<file path="config.mk">
export PLATFORM = sky130hd
export DESIGN_NAME = cmd_encoder_flat
export DESIGN_NICKNAME = d
export VERILOG_FILES = /design/src/rtl/cmd_encoder_if.sv /design/src/rtl/cmd_encoder.sv /design/src/flat_wrapper.sv
export SDC_FILE = /design/constraint.sdc
export NUM_CORES = 1
export LEC_CHECK = 0
export BUFFER_PORTS_ARGS = -buffer_cell sky130_fd_sc_hd__buf_2
export CORE_ASPECT_RATIO = 1.2
export CORE_UTILIZATION = 47
export DETAILED_ROUTE_END_ITERATION = 12
export GPL_ROUTABILITY_DRIVEN = 0
export GPL_TIMING_DRIVEN = 0
export PLACE_DENSITY = 0.76
export SETUP_SLACK_MARGIN = 0.5
export SKIP_CTS_REPAIR_TIMING = 1
export SYNTH_ARGS = -nofsm -noshare
export SYNTH_HDL_FRONTEND = slang
export SYNTH_SLANG_ARGS = --single-unit
</file>
<file path="constraint.sdc">
create_clock -name clk -period 1.8 [get_ports clk]
set_input_delay 0.36 -clock clk [delete_from_list [all_inputs] [get_ports clk]]
set_output_delay 0.36 -clock clk [all_outputs]
set_load 0.02 [all_outputs]
</file>
<file path="src/rtl/cmd_encoder_if.sv">
// Command-in / instruction-out stream bundle for cmd_encoder.
interface cmd_encoder_if #(
  parameter int unsigned ADDR_W = 10
);
  logic              in_valid;
  logic              in_ready;
  logic [8:0]        in_cmd;
  logic [3:0]        in_cond;
  logic              in_imm;
  logic [3:0]        in_rn;
  logic [3:0]        in_rd;
  logic [11:0]       in_operand;
  logic [23:0]       in_br_offset;
  logic              out_valid;
  logic              out_ready;
  logic [31:0]       out_instr;
  logic [ADDR_W-1:0] out_addr;

  modport master (
    output in_valid, in_cmd, in_cond, in_imm, in_rn, in_rd, in_operand, in_br_offset,
    output out_ready,
    input  in_ready, out_valid, out_instr, out_addr
  );

  modport slave (
    input  in_valid, in_cmd, in_cond, in_imm, in_rn, in_rd, in_operand, in_br_offset,
    input  out_ready,
    output in_ready, out_valid, out_instr, out_addr
  );
endinterface

</file>
<file path="src/rtl/cmd_encoder.sv">
// Re-encodes a control bundle plus operand fields into a 32-bit instruction word,
// buffers it in a 2-entry FIFO and tags each emitted word with a sequential address.
module cmd_encoder #(
  parameter int unsigned ADDR_W    = 10,
  parameter int unsigned BASE_ADDR = 0
) (
  input  logic          clk,
  input  logic          rst_n,
  cmd_encoder_if.slave  bus,
  output logic          err_pulse,
  output logic [7:0]    err_count,
  output logic          wrapped
);

  localparam int unsigned WORD_W = 32;

  logic              wb_en_c, mem_r_c, mem_w_c, b_c, s_c;
  logic [3:0]        exe_c;
  logic              dp_ok_c, rn_zero_c, rd_zero_c, need_s_c;
  logic [3:0]        dp_op_c;
  logic              legal_c;
  logic [WORD_W-1:0] instr_c;
  logic              accept_c, push_c, pop_c;

  logic [1:0]        count_q, count_d;
  logic [WORD_W-1:0] head_q, head_d, tail_q, tail_d;
  logic [ADDR_W-1:0] addr_q, addr_d;
  logic              wrapped_q, wrapped_d;
  logic              err_pulse_q, err_pulse_d;
  logic [7:0]        err_count_q, err_count_d;
  logic              in_ready_q, in_ready_d;
  logic              out_valid_q, out_valid_d;

  assign {wb_en_c, mem_r_c, mem_w_c, exe_c, b_c, s_c} = bus.in_cmd;

  // Combinational encode of the presented command; legal_c flags encodable bundles.
  always_comb begin
    dp_ok_c   = 1'b0;
    dp_op_c   = 4'h0;
    rn_zero_c = 1'b0;
    rd_zero_c = 1'b0;
    need_s_c  = 1'b0;
    legal_c   = 1'b0;
    instr_c   = '0;

    case ({exe_c, wb_en_c})
      5'b0001_1: begin dp_ok_c = 1'b1; dp_op_c = 4'b1101; rn_zero_c = 1'b1; end
      5'b1001_1: begin dp_ok_c = 1'b1; dp_op_c = 4'b1111; rn_zero_c = 1'b1; end
      5'b0010_1: begin dp_ok_c = 1'b1; dp_op_c = 4'b0100; end
      5'b0011_1: begin dp_ok_c = 1'b1; dp_op_c = 4'b0101; end
      5'b0100_1: begin dp_ok_c = 1'b1; dp_op_c = 4'b0010; end
      5'b0101_1: begin dp_ok_c = 1'b1; dp_op_c = 4'b0110; end
      5'b0110_1: begin dp_ok_c = 1'b1; dp_op_c = 4'b0000; end
      5'b0111_1: begin dp_ok_c = 1'b1; dp_op_c = 4'b1100; end
      5'b1000_1: begin dp_ok_c = 1'b1; dp_op_c = 4'b0001; end
      5'b0100_0: begin dp_ok_c = 1'b1; dp_op_c = 4'b1010; rd_zero_c = 1'b1; need_s_c = 1'b1; end
      5'b0110_0: begin dp_ok_c = 1'b1; dp_op_c = 4'b1000; rd_zero_c = 1'b1; need_s_c = 1'b1; end
      default: ;
    endcase

    if (b_c) begin
      if (!wb_en_c && !mem_r_c && !mem_w_c) begin
        legal_c = 1'b1;
        instr_c = {bus.in_cond, 4'b1010, bus.in_br_offset};
      end
    end else if (!mem_r_c && !mem_w_c) begin
      if (dp_ok_c && (!need_s_c || s_c)) begin
        legal_c = 1'b1;
        instr_c = {bus.in_cond, 2'b00, bus.in_imm, dp_op_c, s_c,
                   rn_zero_c ? 4'h0 : bus.in_rn, rd_zero_c ? 4'h0 : bus.in_rd,
                   bus.in_operand};
      end
    end else if (wb_en_c && mem_r_c && !mem_w_c && exe_c == 4'b0010 && s_c) begin
      legal_c = 1'b1;
      instr_c = {bus.in_cond, 2'b01, 1'b0, 4'b0100, 1'b1, bus.in_rn, bus.in_rd, bus.in_operand};
    end else if (!wb_en_c && !mem_r_c && mem_w_c && exe_c == 4'b0010 && !s_c) begin
      legal_c = 1'b1;
      instr_c = {bus.in_cond, 2'b01, 1'b0, 4'b0100, 1'b0, bus.in_rn, bus.in_rd, bus.in_operand};
    end
  end

  assign accept_c = bus.in_valid & in_ready_q;
  assign push_c   = accept_c & legal_c;
  assign pop_c    = out_valid_q & bus.out_ready;

  // FIFO kept as head/tail registers so the head drives out_instr directly.
  always_comb begin
    count_d     = count_q;
    head_d      = head_q;
    tail_d      = tail_q;
    addr_d      = addr_q;
    wrapped_d   = wrapped_q;
    err_pulse_d = accept_c & ~legal_c;
    err_count_d = err_count_q;

    if (pop_c && push_c) begin
      head_d = instr_c;
    end else if (pop_c) begin
      head_d  = tail_q;
      count_d = count_q - 2'd1;
    end else if (push_c) begin
      if (count_q == 2'd0) head_d = instr_c;
      else                 tail_d = instr_c;
      count_d = count_q + 2'd1;
    end

    if (pop_c) begin
      addr_d = addr_q + ADDR_W'(1);
      if (addr_q == '1) wrapped_d = 1'b1;
    end

    if (err_pulse_d && err_count_q != 8'hFF) err_count_d = err_count_q + 8'd1;

    in_ready_d  = (count_d != 2'd2);
    out_valid_d = (count_d != 2'd0);
  end

  always_ff @(posedge clk or negedge rst_n) begin
    if (!rst_n) begin
      count_q     <= 2'd0;
      head_q      <= '0;
      tail_q      <= '0;
      addr_q      <= ADDR_W'(BASE_ADDR);
      wrapped_q   <= 1'b0;
      err_pulse_q <= 1'b0;
      err_count_q <= 8'd0;
      in_ready_q  <= 1'b1;
      out_valid_q <= 1'b0;
    end else begin
      count_q     <= count_d;
      head_q      <= head_d;
      tail_q      <= tail_d;
      addr_q      <= addr_d;
      wrapped_q   <= wrapped_d;
      err_pulse_q <= err_pulse_d;
      err_count_q <= err_count_d;
      in_ready_q  <= in_ready_d;
      out_valid_q <= out_valid_d;
    end
  end

  assign bus.in_ready  = in_ready_q;
  assign bus.out_valid = out_valid_q;
  assign bus.out_instr = head_q;
  assign bus.out_addr  = addr_q;
  assign err_pulse     = err_pulse_q;
  assign err_count     = err_count_q;
  assign wrapped       = wrapped_q;

endmodule

</file>
<file path="src/flat_wrapper.sv">
// flat-port wrapper written by rule: the top's interface ports become plain ports
module cmd_encoder_flat 
#(
  parameter int unsigned ADDR_W    = 10,
  parameter int unsigned BASE_ADDR = 0
)
  (clk, rst_n, err_pulse, err_count, wrapped, bus_in_valid, bus_in_cmd, bus_in_cond, bus_in_imm, bus_in_rn, bus_in_rd, bus_in_operand, bus_in_br_offset, bus_out_ready, bus_in_ready, bus_out_valid, bus_out_instr, bus_out_addr);
  cmd_encoder_if #(.ADDR_W(ADDR_W)) bus_i ();
  input  logic clk;
  input  logic rst_n;
  output logic err_pulse;
  output logic [7:0] err_count;
  output logic wrapped;
  input wire logic [$bits(bus_i.in_valid)-1:0] bus_in_valid;
  input wire logic [$bits(bus_i.in_cmd)-1:0] bus_in_cmd;
  input wire logic [$bits(bus_i.in_cond)-1:0] bus_in_cond;
  input wire logic [$bits(bus_i.in_imm)-1:0] bus_in_imm;
  input wire logic [$bits(bus_i.in_rn)-1:0] bus_in_rn;
  input wire logic [$bits(bus_i.in_rd)-1:0] bus_in_rd;
  input wire logic [$bits(bus_i.in_operand)-1:0] bus_in_operand;
  input wire logic [$bits(bus_i.in_br_offset)-1:0] bus_in_br_offset;
  input wire logic [$bits(bus_i.out_ready)-1:0] bus_out_ready;
  output wire logic [$bits(bus_i.in_ready)-1:0] bus_in_ready;
  output wire logic [$bits(bus_i.out_valid)-1:0] bus_out_valid;
  output wire logic [$bits(bus_i.out_instr)-1:0] bus_out_instr;
  output wire logic [$bits(bus_i.out_addr)-1:0] bus_out_addr;
  assign bus_i.in_valid = bus_in_valid;
  assign bus_i.in_cmd = bus_in_cmd;
  assign bus_i.in_cond = bus_in_cond;
  assign bus_i.in_imm = bus_in_imm;
  assign bus_i.in_rn = bus_in_rn;
  assign bus_i.in_rd = bus_in_rd;
  assign bus_i.in_operand = bus_in_operand;
  assign bus_i.in_br_offset = bus_in_br_offset;
  assign bus_i.out_ready = bus_out_ready;
  assign bus_in_ready = bus_i.in_ready;
  assign bus_out_valid = bus_i.out_valid;
  assign bus_out_instr = bus_i.out_instr;
  assign bus_out_addr = bus_i.out_addr;
  cmd_encoder #(.ADDR_W(ADDR_W), .BASE_ADDR(BASE_ADDR)) u_core (.clk(clk), .rst_n(rst_n), .bus(bus_i), .err_pulse(err_pulse), .err_count(err_count), .wrapped(wrapped));
endmodule
</file>
Word level (Yosys, flattened, before mapping). Index checks and enable logic that the tools add are counted.

Logic and storage cells: 90. Output and inout port bits: 54. Flip-flop bits (word level): 88. Input port bits: 62.

Muxes and demuxes: 25. Equality and inequality tests: 15. Add/subtract/negate cells: 4. Bitwise gates (word level): 8. Reductions and logical operators: 29.

Operator list (number): $mux 32 (10); $pmux 4 s10 (1); $eq 5x4->1 const B (6); $logic_and 1x1->1 (13); $reduce_or 11->1 (1); $add 10x1->10 const B (1); $eq 10x10->1 const B (1); $eq 5x3->1 const B (2); $eq 5x5->1 const B (2); $mux 1 (9); $add 8x1->8 const B (1); $mux 4 (2); $ne 8x8->1 const B (1); $mux 2 (3); $reduce_bool 3->1 (2); $eq 5x2->1 const B (1); $logic_not 1->1 (5); $and 1x1->1 (4); $eq 4x2->1 const B (1); $not 1->1 (4); $reduce_and 2->1 (2); $reduce_and 4->1 (1); $reduce_or 2->1 (2); $add 2x1->2 const B (1); other kinds (5) (5).

Longest topological paths before layout. Gate-level depths: netlist of the first run.

Word-level depth: 14. Depth in mapped cells: 9.

Least setup slack after synthesis of the first run. OpenSTA, ideal clock, no wires.

Kind: input to register. Start point: input port bus_in_cmd[2]. End point: register u_core.tail_q[13]. Path slack: -0.546 ns. Arrival: 2.219 ns. Stages: 8. Buffers on the path: 3. Setup time: 0.127 ns. Cell sequence: buf_6 -> or4b_4 -> a211oi_4 -> a211o_2 -> and3_1 -> buf_4 -> buf_6 -> mux2_1.

Longest elaborated chain between the ends: 13.

RTL lines: from (decl) (line flat_wrapper.sv:15) `input wire logic [$bits(bus_i.in_cmd)-1:0] bus_in_cmd;`; $eq 5x4->1 (line cmd_encoder.sv:46) `case ({exe_c, wb_en_c})`; $reduce_or 2->1 (no source line); $mux 1 (line cmd_encoder.sv:46); $logic_not 1->1 (line cmd_encoder.sv:67) `if (dp_ok_c && (!need_s_c || s_c)) begin`; $logic_or 1x1->1 (line cmd_encoder.sv:67); $logic_and 1x1->1 (line cmd_encoder.sv:67); $mux 1 (line cmd_encoder.sv:67); $mux 1 (line cmd_encoder.sv:66) `end else if (!mem_r_c && !mem_w_c) begin`; $mux 1 (line cmd_encoder.sv:61) `if (b_c) begin`; $and 1x1->1 (line cmd_encoder.sv:83) `assign push_c = accept_c & legal_c;`; $logic_and 1x1->1 (line cmd_encoder.sv:96) `if (pop_c && push_c) begin`; $not 1->1 (no source line); $reduce_and 4->1 (no source line); to (signal assigned) (line cmd_encoder.sv:132) `tail_q <= tail_d;`; to (decl) (line cmd_encoder.sv:26) `logic [WORD_W-1:0] head_q, head_d, tail_q, tail_d;`.

Several ways; a longest one is shown, not always the timed one. A chain may end at the register's enable or synchronous reset.

Worst setup path in the final report of the first run.
Start point: input port bus_in_cmd[0]. End point: register u_core.head_q[11] (netlist: u_core.bus.out_instr[11]).

Longest elaborated chain between the ends: 10.

RTL lines: $logic_not 1->1 (line cmd_encoder.sv:76) `end else if (!wb_en_c && !mem_r_c && mem_w_c && exe_c == 4'b0010 && !s_c) begin`; $logic_and 1x1->1 (line cmd_encoder.sv:76); $mux 32 or $mux 1 (tied branches) (line cmd_encoder.sv:76); $mux 32 or $mux 1 (tied branches) (line cmd_encoder.sv:73) `end else if (wb_en_c && mem_r_c && !mem_w_c && exe_c == 4'b0010 && s_c) begin`; $mux 32 or $mux 1 (tied branches) (line cmd_encoder.sv:66); $mux 32 or $mux 1 (tied branches) (line cmd_encoder.sv:61); $mux 32 or $and 1x1->1 (tied branches) (line cmd_encoder.sv:102, cmd_encoder.sv:83); $mux 32 or $logic_and 1x1->1 (tied branches) (line cmd_encoder.sv:101, cmd_encoder.sv:96); $mux 32 or $reduce_bool 3->1 (tied branches); $mux 32 or $reduce_and 2->1 (tied branches); to (signal assigned) (line cmd_encoder.sv:121) `head_q <= '0;`; to (signal assigned) (line cmd_encoder.sv:131) `head_q <= head_d;`; to (decl) (line cmd_encoder.sv:26).

Several ways; a longest one is shown, not always the timed one. The select of a mux whose other input is x is not followed.

==> impl_metrics.tcl, run 1 <==
set metrics [dict create \
    violations "setup timing" \
    drt_first_pass_iters 5 \
    die_boundary_height_um 106 \
    num_rows 37 \
    relative_slew_margins 0.627 \
    cellLeakagePower_uw 0.00293 \
    yosysSeqAreaShare 0.525 \
    area_growth_pct 52.8 \
    finish.net_count 657 \
    post-dp-hpwl_um 7980 \
    pwr_density_cell_nw_per_um2 1370 \
    instances_no_fill 713 \
    syn_inst 400 \
    final.fill_count 544 \
    synth-compound-area-share 0.222 \
    cp_data_arrival_time_ns 2.25 \
    ant_nets 0 \
    irDropWorstVdd_v 0.000733 \
    critical_path_peak_fanout 10 \
    grt_first_pass_wirelength_um 17500 \
    maximum_number_of_pins_on_one_net_before_global_route_repair 73 \
    worst_hold_slack_ns 0.239 \
    count_of_routing_violations_after_the_opening_detailed_route_iteration 443 \
    coreArea_um2 8610 \
    numCtsBuffers 9 \
    placed_cells_incl_taps 631 \
    avgRoutedWirePerCell_um 19.9 \
    worst_skew_pair.late_latency_ns 0.37 \
    rsz_0062_raised_after_global_routing "true" \
    finalPower_uw 8770 \
    die_width_um 88.3 \
    tritoncts_num_sinks 88 \
    synthesis.nets 465 \
    fmax_ghz 0.500 \
    post_synth_adder_cell_area 0.00894 \
    final_common_cell "sky130_fd_sc_hd__buf_2" \
    ys_seq_elements 88 \
    skew_ns 0.00849 \
    ctsHtreeMaxLevel 3 \
    floorplan.die_area_um2 9310 \
    critPathKind "in -> reg" \
    synthesis.yosys.warnings 0 \
    first_global_vias 3619 \
    transition_time_at_the_pin_with_the_least_slew_margin_ns 0.559 \
    final.period_utilization 1.11 \
    status "finished with violations" \
    path_clk_slew_ns 0.09 \
    track_usage 0.248 \
    synth_xor_area_frac 0.0334 \
    asr_flop_ratio_synth 1.00 \
    critical_path_required_ns 2.05 \
    leading_cell_types_in_the_layout_fill_and_taps_excluded "85 x sky130_fd_sc_hd__buf_2, 82 x sky130_fd_sc_hd__dfrtp_1, 59 x sky130_fd_sc_hd__buf_4" \
    yosys_most_used_dff "sky130_fd_sc_hd__dfrtp_1" \
    element_type_at_the_critical_path_end "flop" \
    antenna_cells 0 \
    clock_root_buffer "sky130_fd_sc_hd__clkbuf_8" \
    antenna_found_initial 0 \
    mappedNetlistArea_um2 4200 \
    wl_um 14200 \
    detailroute.via_count 4290 \
    grt_remaining_overflow 0 \
    routed_via_density 6.02 \
    synth.avg_cell_area_um2 10.5 \
    finalSetupViolations 75 \
    netlist-cell-type-count 63 \
    setup-tns-final_ns -9.07 \
    min_period_ns 2.00 \
    num_io_pins 116 \
    post-route-worst-setup-slack_ns -0.200 \
    port_buffers 113 \
    max_cap_violations 0 \
    yosys.area_share.simple 0.134 \
    synth_edf_count 0 \
    share_of_layout_cells_above_drive_strength_1 0.498 \
    timing.final.hold_violations 0 \
    hold_class "in -> reg" \
    initial_utilization 0.487 \
    place_worst_setup_slack_ns -0.824 \
    tritoncts "built" \
    max-clock-path-buffers 2 \
    critPathLaunchType "input port" \
    final_max_slew_viol_count 0 \
    mux_contribution_to_synthesized_area 0.0349 \
    drc_errors 0 \
    synth_top_family_by_area "compound AO/OA/AOI/OAI gates" \
]
[worst max-delay path: stages]
cell and delay (ns):
sky130_fd_sc_hd__buf_8 0.11, sky130_fd_sc_hd__or4b_4 0.56, sky130_fd_sc_hd__a211oi_4 0.26, sky130_fd_sc_hd__buf_4 0.19
sky130_fd_sc_hd__a211oi_4 0.07, sky130_fd_sc_hd__nor3_4 0.27, sky130_fd_sc_hd__buf_4 0.16, sky130_fd_sc_hd__buf_4 0.17
sky130_fd_sc_hd__a21oi_1 0.09
[report_power, final]
part / switching [uW] / total (uW) / leakage (uW) / internal [uW]
combinational: 2030 / 3840 / 0.00174 / 1810
sequential: 614 / 3400 / 0.00109 / 2780
clock: 727 / 1540 / 0.000108 / 812
total: 3370 / 8770 / 0.00293 / 5400
[registers in the layout (all words and copies together) (netlist names)]
register / cells
u_core.bus.in_ready: 1
u_core.bus.out_addr: 10
u_core.bus.out_instr: 32
u_core.bus.out_valid: 1
u_core.count_q: 2
u_core.err_count: 8
u_core.err_pulse: 1
u_core.tail_q: 32
u_core.wrapped: 1
[per-layer routing]
metal,track usage,part of all wire,up-vias
met5,0,0,-
met1,0.327,0.38,2110
met3,0.0352,0.071,50
li1,-,-,1865
met4,0.0979,0.040,0
met2,0.408,0.51,265
[Yosys cell counts, drive strengths merged, types with 3 or more instances]
cell type / number / area, um2
a211oi: 3 / 40.0
mux2: 13 / 146
nor2: 41 / 156
nand4: 6 / 37.5
and3: 5 / 31.3
inv: 7 / 26.3
nand2: 28 / 105
a221o: 6 / 60.1
a22oi: 21 / 158
o22ai: 18 / 113
a22o: 6 / 52.6
ha: 3 / 37.5
a221oi: 4 / 35.0
buf: 18 / 121
and2: 8 / 50.1
xor2: 3 / 26.3
clkbuf: 7 / 26.3
nor3: 5 / 35.0
dfrtp: 87 / 2180
nand3: 8 / 40.0
xnor2: 13 / 114
o21ai: 9 / 45.0
a21oi: 43 / 219
[stage by stage]
step	cell area, um2	util
after global placement	5040	0.585
after detailed placement	5070	0.589
final	6410	0.745
after global routing	6410	0.745
after floorplan	4330	-
after CTS	5290	0.614
[worst paths after layout]
path / cells after the start / to / slack (ns) / startpoint
max: 9 / u_core.bus.out_instr[11]$_DFFE_PN0P_ / -0.20 / bus_in_cmd[0]
min reg2reg: 2 / u_core.bus.out_instr[24]$_DFFE_PN0P_ / 0.49 / u_core.bus.out_instr[24]$_DFFE_PN0P_
max in group asynchronous: 3 / u_core.err_count[0]$_DFFE_PN0P_ / 0.75 / rst_n
min in group asynchronous: 2 / u_core.tail_q[24]$_DFFE_PN0P_ / 0.40 / rst_n
min: 2 / u_core.tail_q[31]$_DFFE_PN0P_ / 0.24 / bus_in_cond[3]
max reg2reg: 7 / u_core.tail_q[22]$_DFFE_PN0P_ / -0.12 / u_core.count_q[0]$_DFF_PN0_
[area by class of cell]
type	instances	area [um2]	share of cell area
Buffer	25	292	0.0455
Clock buffer	10	138	0.0215
Clock inverter	5	81.3	0.0127
Inverter	7	26.3	0.00410
Multi-Input combinational cell	281	2140	0.334
Sequential cell	88	2210	0.345
Tap cell	117	146	0.0228
Timing Repair Buffer	180	1380	0.215
[cells by family (layout without fill, tap and decap cells)]
family,Yosys count,count (layout)
AOI/OAI and AO/OA,134,135
and+or+nand+nor,114,114
DFF,88,88
buffers and inverters,32,227
xor gates and xnor gates,16,16
muxes,13,13
adders and majority gates,3,3
Note: power is estimated with default switching activity, not from simulation.
==> run 2: changes to the inputs <==
SKIP_LAST_GASP = 1   (was unset)
==> impl_metrics.tcl, run 2 (same netlist as run 1, synthesis figures left out) <==
set metrics [dict create \
    status "finished with violations" \
    violations "setup timing" \
    worst_skew_pair.late_latency_ns 0.37 \
    finalSetupViolations 76 \
    r2r_start "u_core.count_q[0]$_DFF_PN0_" \
    path_clk_slew_ns 0.09 \
    count_of_routing_violations_after_the_opening_detailed_route_iteration 487 \
    wl_um 14300 \
    post-dp-hpwl_um 7980 \
    first_global_vias 3619 \
    critical_path_required_ns 2.08 \
    pwr_density_cell_nw_per_um2 1370 \
    clock_root_buffer "sky130_fd_sc_hd__clkbuf_8" \
    min_period_ns 2.01 \
    grt_remaining_overflow 0 \
    routed_via_density 6.02 \
    skew_ns 0.00822 \
    num_rows 37 \
    max_cap_violations 0 \
    post-route-util 0.740 \
    finish.net_count 657 \
    maximum_number_of_pins_on_one_net_before_global_route_repair 73 \
    avgRoutedWirePerCell_um 20.0 \
    critPathLaunchType "input port" \
    setup-tns-final_ns -9.51 \
    ctsHtreeMaxLevel 3 \
    fmax_ghz 0.497 \
    min-delay-start "bus_in_cond[3]" \
    die_width_um 88.3 \
    timing.final.hold_violations 0 \
    numCtsBuffers 9 \
    drc_errors 0 \
    track_usage 0.248 \
    coreArea_um2 8610 \
    die_boundary_height_um 106 \
    multi_input_area_um2 2120 \
    tritoncts "built" \
    max-clock-path-buffers 2 \
    final.fill_count 554 \
    port_buffers 113 \
    element_type_at_the_critical_path_end "flop" \
    stdcell_area_um2 6380 \
    topRoutingLayerUsed "met4" \
    met3_length_um 860 \
    cellLeakagePower_uw 0.00292 \
    grt_first_pass_wirelength_um 17500 \
    ant_nets 0 \
    detail_route.wirelength.met1_um 5440 \
    rsz_0062_raised_after_global_routing "true" \
    initial_utilization 0.487 \
    timing.critical_path.from "bus_in_cmd[0]" \
    final_common_cell "sky130_fd_sc_hd__buf_2" \
    dpl_cell_area_um2 5070 \
    num_io_pins 116 \
    dr_wl_met2_um 7420 \
    transition_time_at_the_pin_with_the_least_slew_margin_ns 0.583 \
    critPathKind "in -> reg" \
    area_growth_pct 51.9 \
    final.period_utilization 1.12 \
    final_max_slew_viol_count 0 \
    leading_cell_types_in_the_layout_fill_and_taps_excluded "87 x sky130_fd_sc_hd__buf_2, 82 x sky130_fd_sc_hd__dfrtp_1, 59 x sky130_fd_sc_hd__buf_4" \
    post-route-worst-setup-slack_ns -0.212 \
    worst_hold_slack_ns 0.245 \
    hold_class "in -> reg" \
    share_of_layout_cells_above_drive_strength_1 0.490 \
    critical_path_peak_fanout 10 \
    drt_first_pass_iters 5 \
    irDropWorstVdd_v 0.000747 \
    tritoncts_num_sinks 88 \
    relative_slew_margins 0.611 \
    seq_area_um2 2210 \
    antenna_found_initial 0 \
    detailroute.via_count 4292 \
    floorplan.die_area_um2 9310 \
    antenna_cells 0 \
    cp_data_arrival_time_ns 2.29 \
]
==> run 2: changes by cell type in the layout (fill, tap and decap cells not counted) <==
cell                       before  now
sky130_fd_sc_hd__a221oi_1       2    3
sky130_fd_sc_hd__a22oi_2        8    5
sky130_fd_sc_hd__buf_6         36   34
sky130_fd_sc_hd__buf_2         85   87
sky130_fd_sc_hd__a22oi_1       13   16
sky130_fd_sc_hd__a221oi_2       2    1
sky130_fd_sc_hd__and2_1         4    5
sky130_fd_sc_hd__and2_4         3    2
==> run 2: final cells by class <==
| class | count | share of cell area |
|---|---|---|
| buffer | 25 | 0.0457 |
| clock buffer | 10 | 0.0216 |
| clock inverter | 5 | 0.0128 |
| inverter | 7 | 0.00412 |
| multi-input combinational | 281 | 0.332 |
| sequential | 88 | 0.347 |
| tap | 117 | 0.0230 |
| timing repair buffer | 180 | 0.214 |
==> run 2: worst paths after layout <==
check	to	slack [ns]	cells after the start
min in group asynchronous	u_core.bus.out_addr[0]$_DFFE_PN0P_	0.40	2
hold / removal	u_core.tail_q[31]$_DFFE_PN0P_	0.25	2
hold reg to reg	u_core.bus.out_instr[24]$_DFFE_PN0P_	0.49	2
max in group asynchronous	u_core.err_count[0]$_DFFE_PN0P_	0.75	3
setup reg to reg	u_core.tail_q[22]$_DFFE_PN0P_	-0.13	7
setup / recovery	u_core.bus.out_instr[8]$_DFFE_PN0P_	-0.21	10
==> run 2: through the flow <==
step,power [uW],instances,setup slack [ns]
detailed placement,6260,631,-0.824
global placement,6100,630,-0.773
global route,9150,713,-0.248
CTS,7760,646,-0.442
finish,8740,713,-0.212
floorplan,5220,400,-0.461
==> run 2: where the power goes <==
part           internal, uW  switching (uW)  leakage, uW
logic                  1780            2040      0.00173
registers              2780             596      0.00109
clock network           813             738     0.000108
total                  5370            3370      0.00292
==> run 2: critical path, cell delays in order <==
cell and delay, ns:
sky130_fd_sc_hd__buf_8 0.11, sky130_fd_sc_hd__or4b_4 0.56, sky130_fd_sc_hd__buf_4 0.16, sky130_fd_sc_hd__a21o_1 0.21, sky130_fd_sc_hd__a21boi_1 0.15, sky130_fd_sc_hd__nor2_2 0.15, sky130_fd_sc_hd__buf_6 0.15, sky130_fd_sc_hd__buf_8 0.14
sky130_fd_sc_hd__a22oi_2 0.08, sky130_fd_sc_hd__a21oi_1 0.20
==> run 2: metal layers <==
layer	global-route usage	vias up
met2	0.408	238
met3	0.0352	58
met5	0	-
li1	-	1866
met4	0.0979	0
met1	0.327	2130
==> run 3: changes to the inputs <==
CORE_UTILIZATION = 40   (was 47)
PLACE_DENSITY = 0.66   (was 0.76)
==> impl_metrics.tcl, run 3 (same netlist as run 1, synthesis figures left out) <==
set metrics [dict create \
    place_worst_setup_slack_ns -0.932 \
    routed_via_density 5.57 \
    ctsHtreeMaxLevel 3 \
    pwr_density_cell_nw_per_um2 1390 \
    timing.final.hold_violations 0 \
    stdcell_area_um2 6250 \
    worst_skew_pair.late_latency_ns 0.34 \
    share_of_layout_cells_above_drive_strength_1 0.468 \
    max-clock-path-buffers 2 \
    power_report.internal_total_uw 5420 \
    count_of_routing_violations_after_the_opening_detailed_route_iteration 302 \
    antenna_cells 0 \
    floorplan.die_area_um2 10900 \
    setup.worst_path.end "u_core.tail_q[15]$_DFFE_PN0P_" \
    timing.critical_path.from "bus_in_cmd[0]" \
    crit_chain "buf_8 > or4b_4 > a211oi_4 > buf_6 > a211o_4 > and3_4 > buf_8 > buf_12 > mux2_4" \
    skew_ns 0.00762 \
    finalPower_uw 8670 \
    drc_errors 0 \
    tritoncts_num_sinks 88 \
    max_cap_violations 0 \
    r2r_start "u_core.count_q[0]$_DFF_PN0_" \
    post-route-util 0.618 \
    area_growth_pct 48.8 \
    leading_cell_types_in_the_layout_fill_and_taps_excluded "104 x sky130_fd_sc_hd__buf_2, 85 x sky130_fd_sc_hd__dfrtp_1, 48 x sky130_fd_sc_hd__buf_4" \
    power.sequential.fraction 0.384 \
    critical_path_peak_fanout 6 \
    comb_power_share 0.414 \
    wl_um 12700 \
    final.period_utilization 1.16 \
    post-dp-hpwl_um 8020 \
    die_width_um 95.5 \
    element_type_at_the_critical_path_end "flop" \
    maximum_number_of_pins_on_one_net_before_global_route_repair 71 \
    final_common_cell "sky130_fd_sc_hd__buf_2" \
    rrSetupSlack_ns -0.23 \
    status "finished with violations" \
    avgRoutedWirePerCell_um 17.8 \
    tritoncts "built" \
    finalSetupViolations 76 \
    grt_first_pass_wirelength_um 17600 \
    num_rows 40 \
    critPathKind "in -> reg" \
    cellLeakagePower_uw 0.00289 \
    multi_input_area_um2 2100 \
    power_switching_share 0.376 \
    clock_power_share 0.202 \
    numCtsBuffers 9 \
    min_period_ns 2.08 \
    dpl_cell_area_um2 5080 \
    drt_first_pass_iters 5 \
    final_max_slew_viol_count 0 \
    die_boundary_height_um 114 \
    first_global_vias 3449 \
    worst_path_largest_cell_delay_ns 0.56 \
    finish.net_count 648 \
    hold_class "in -> reg" \
    transition_time_at_the_pin_with_the_least_slew_margin_ns 0.533 \
    violations "setup timing" \
    initial_utilization 0.415 \
    track_usage 0.212 \
    post-route-worst-setup-slack_ns -0.282 \
    critPathLaunchType "input port" \
    rsz_0062_raised_after_global_routing "true" \
    seq_area_um2 2210 \
    cp_data_arrival_time_ns 2.30 \
    worst_path_max_delay_cell "sky130_fd_sc_hd__or4b_4" \
    relative_slew_margins 0.645 \
    clock_root_buffer "sky130_fd_sc_hd__clkbuf_16" \
    worst_path_most_repeated_cell "sky130_fd_sc_hd__buf_8" \
    final.fill_count 831 \
    detailroute.via_count 3974 \
    irDropWorstVdd_v 0.000726 \
    r2r-end "u_core.tail_q[15]$_DFFE_PN0P_" \
    reg2regPathDepth 7 \
    path_clk_slew_ns 0.06 \
    ant_nets 0 \
    grt_remaining_overflow 0 \
    num_io_pins 116 \
    antenna_found_initial 0 \
    fmax_ghz 0.480 \
    coreArea_um2 10100 \
    switching_power_uw 3260 \
    critical_path_required_ns 2.02 \
    port_buffers 113 \
]
run 3: how the worst min path moves through the flow:
stage	start	to	slack [ns]	depth (start not counted)
floorplan	rst_n	u_core.bus.out_addr[0]$_DFFE_PN0P_	0.06	0
CTS	rst_n	u_core.bus.out_addr[0]$_DFFE_PN0P_	-0.09	1
finish	bus_in_cond[2]	u_core.tail_q[30]$_DFFE_PN0P_	0.27	2
global placement	u_core.wrapped$_DFFE_PN0P_	u_core.wrapped$_DFFE_PN0P_	0.45	1
detailed placement	rst_n	u_core.bus.out_addr[0]$_DFFE_PN0P_	0.27	1
global route	bus_in_cond[2]	u_core.tail_q[30]$_DFFE_PN0P_	0.27	2
run 3: power by group through the flow:
stage / Sequential (uW) / Combinational (uW) / Clock [uW]
floorplan: 3830 / 1400 / 0
global placement: 3300 / 2830 / 0
detailed placement: 3330 / 2910 / 0
CTS: 3310 / 2930 / 1770
global route: 3410 / 3870 / 1850
finish: 3330 / 3590 / 1750
run 3: area by class of cell:
cell class / instances / share of cell area
Tap cell: 126 / 0.0252
Sequential cell: 88 / 0.353
Clock inverter: 4 / 0.00441
Buffer: 25 / 0.0445
Multi-Input combinational cell: 281 / 0.337
Timing Repair Buffer: 171 / 0.192
Inverter: 7 / 0.00421
Clock buffer: 12 / 0.0395
run 3: stage by stage:
step | instances | TNS, ns | hold WS [ns]
after detailed placement | 640 | -56.80 | 0.266
after global routing | 714 | -14.69 | 0.273
after global placement | 639 | -90.73 | 0.450
after floorplan | 400 | -21.92 | 0.0644
after CTS | 656 | -30.81 | -0.0947
final | 714 | -11.91 | 0.275
run 3: critical path, delay by kind of cell:
family | cells | cell delay (ns)
AO/OA/AOI/OAI | 2 | 0.36
multiplexers | 1 | 0.30
buffers and inverters | 4 | 0.50
AND/OR/NAND/NOR | 2 | 0.76
run 3: layer usage:
metal | up-vias | track usage | routed length (um)
met2 | 151 | 0.341 | 6460
met1 | 1961 | 0.294 | 5420
li1 | 1842 | - | -
met3 | 20 | 0.0339 | 662
met4 | 0 | 0.0647 | 200
met5 | - | 0 | 0
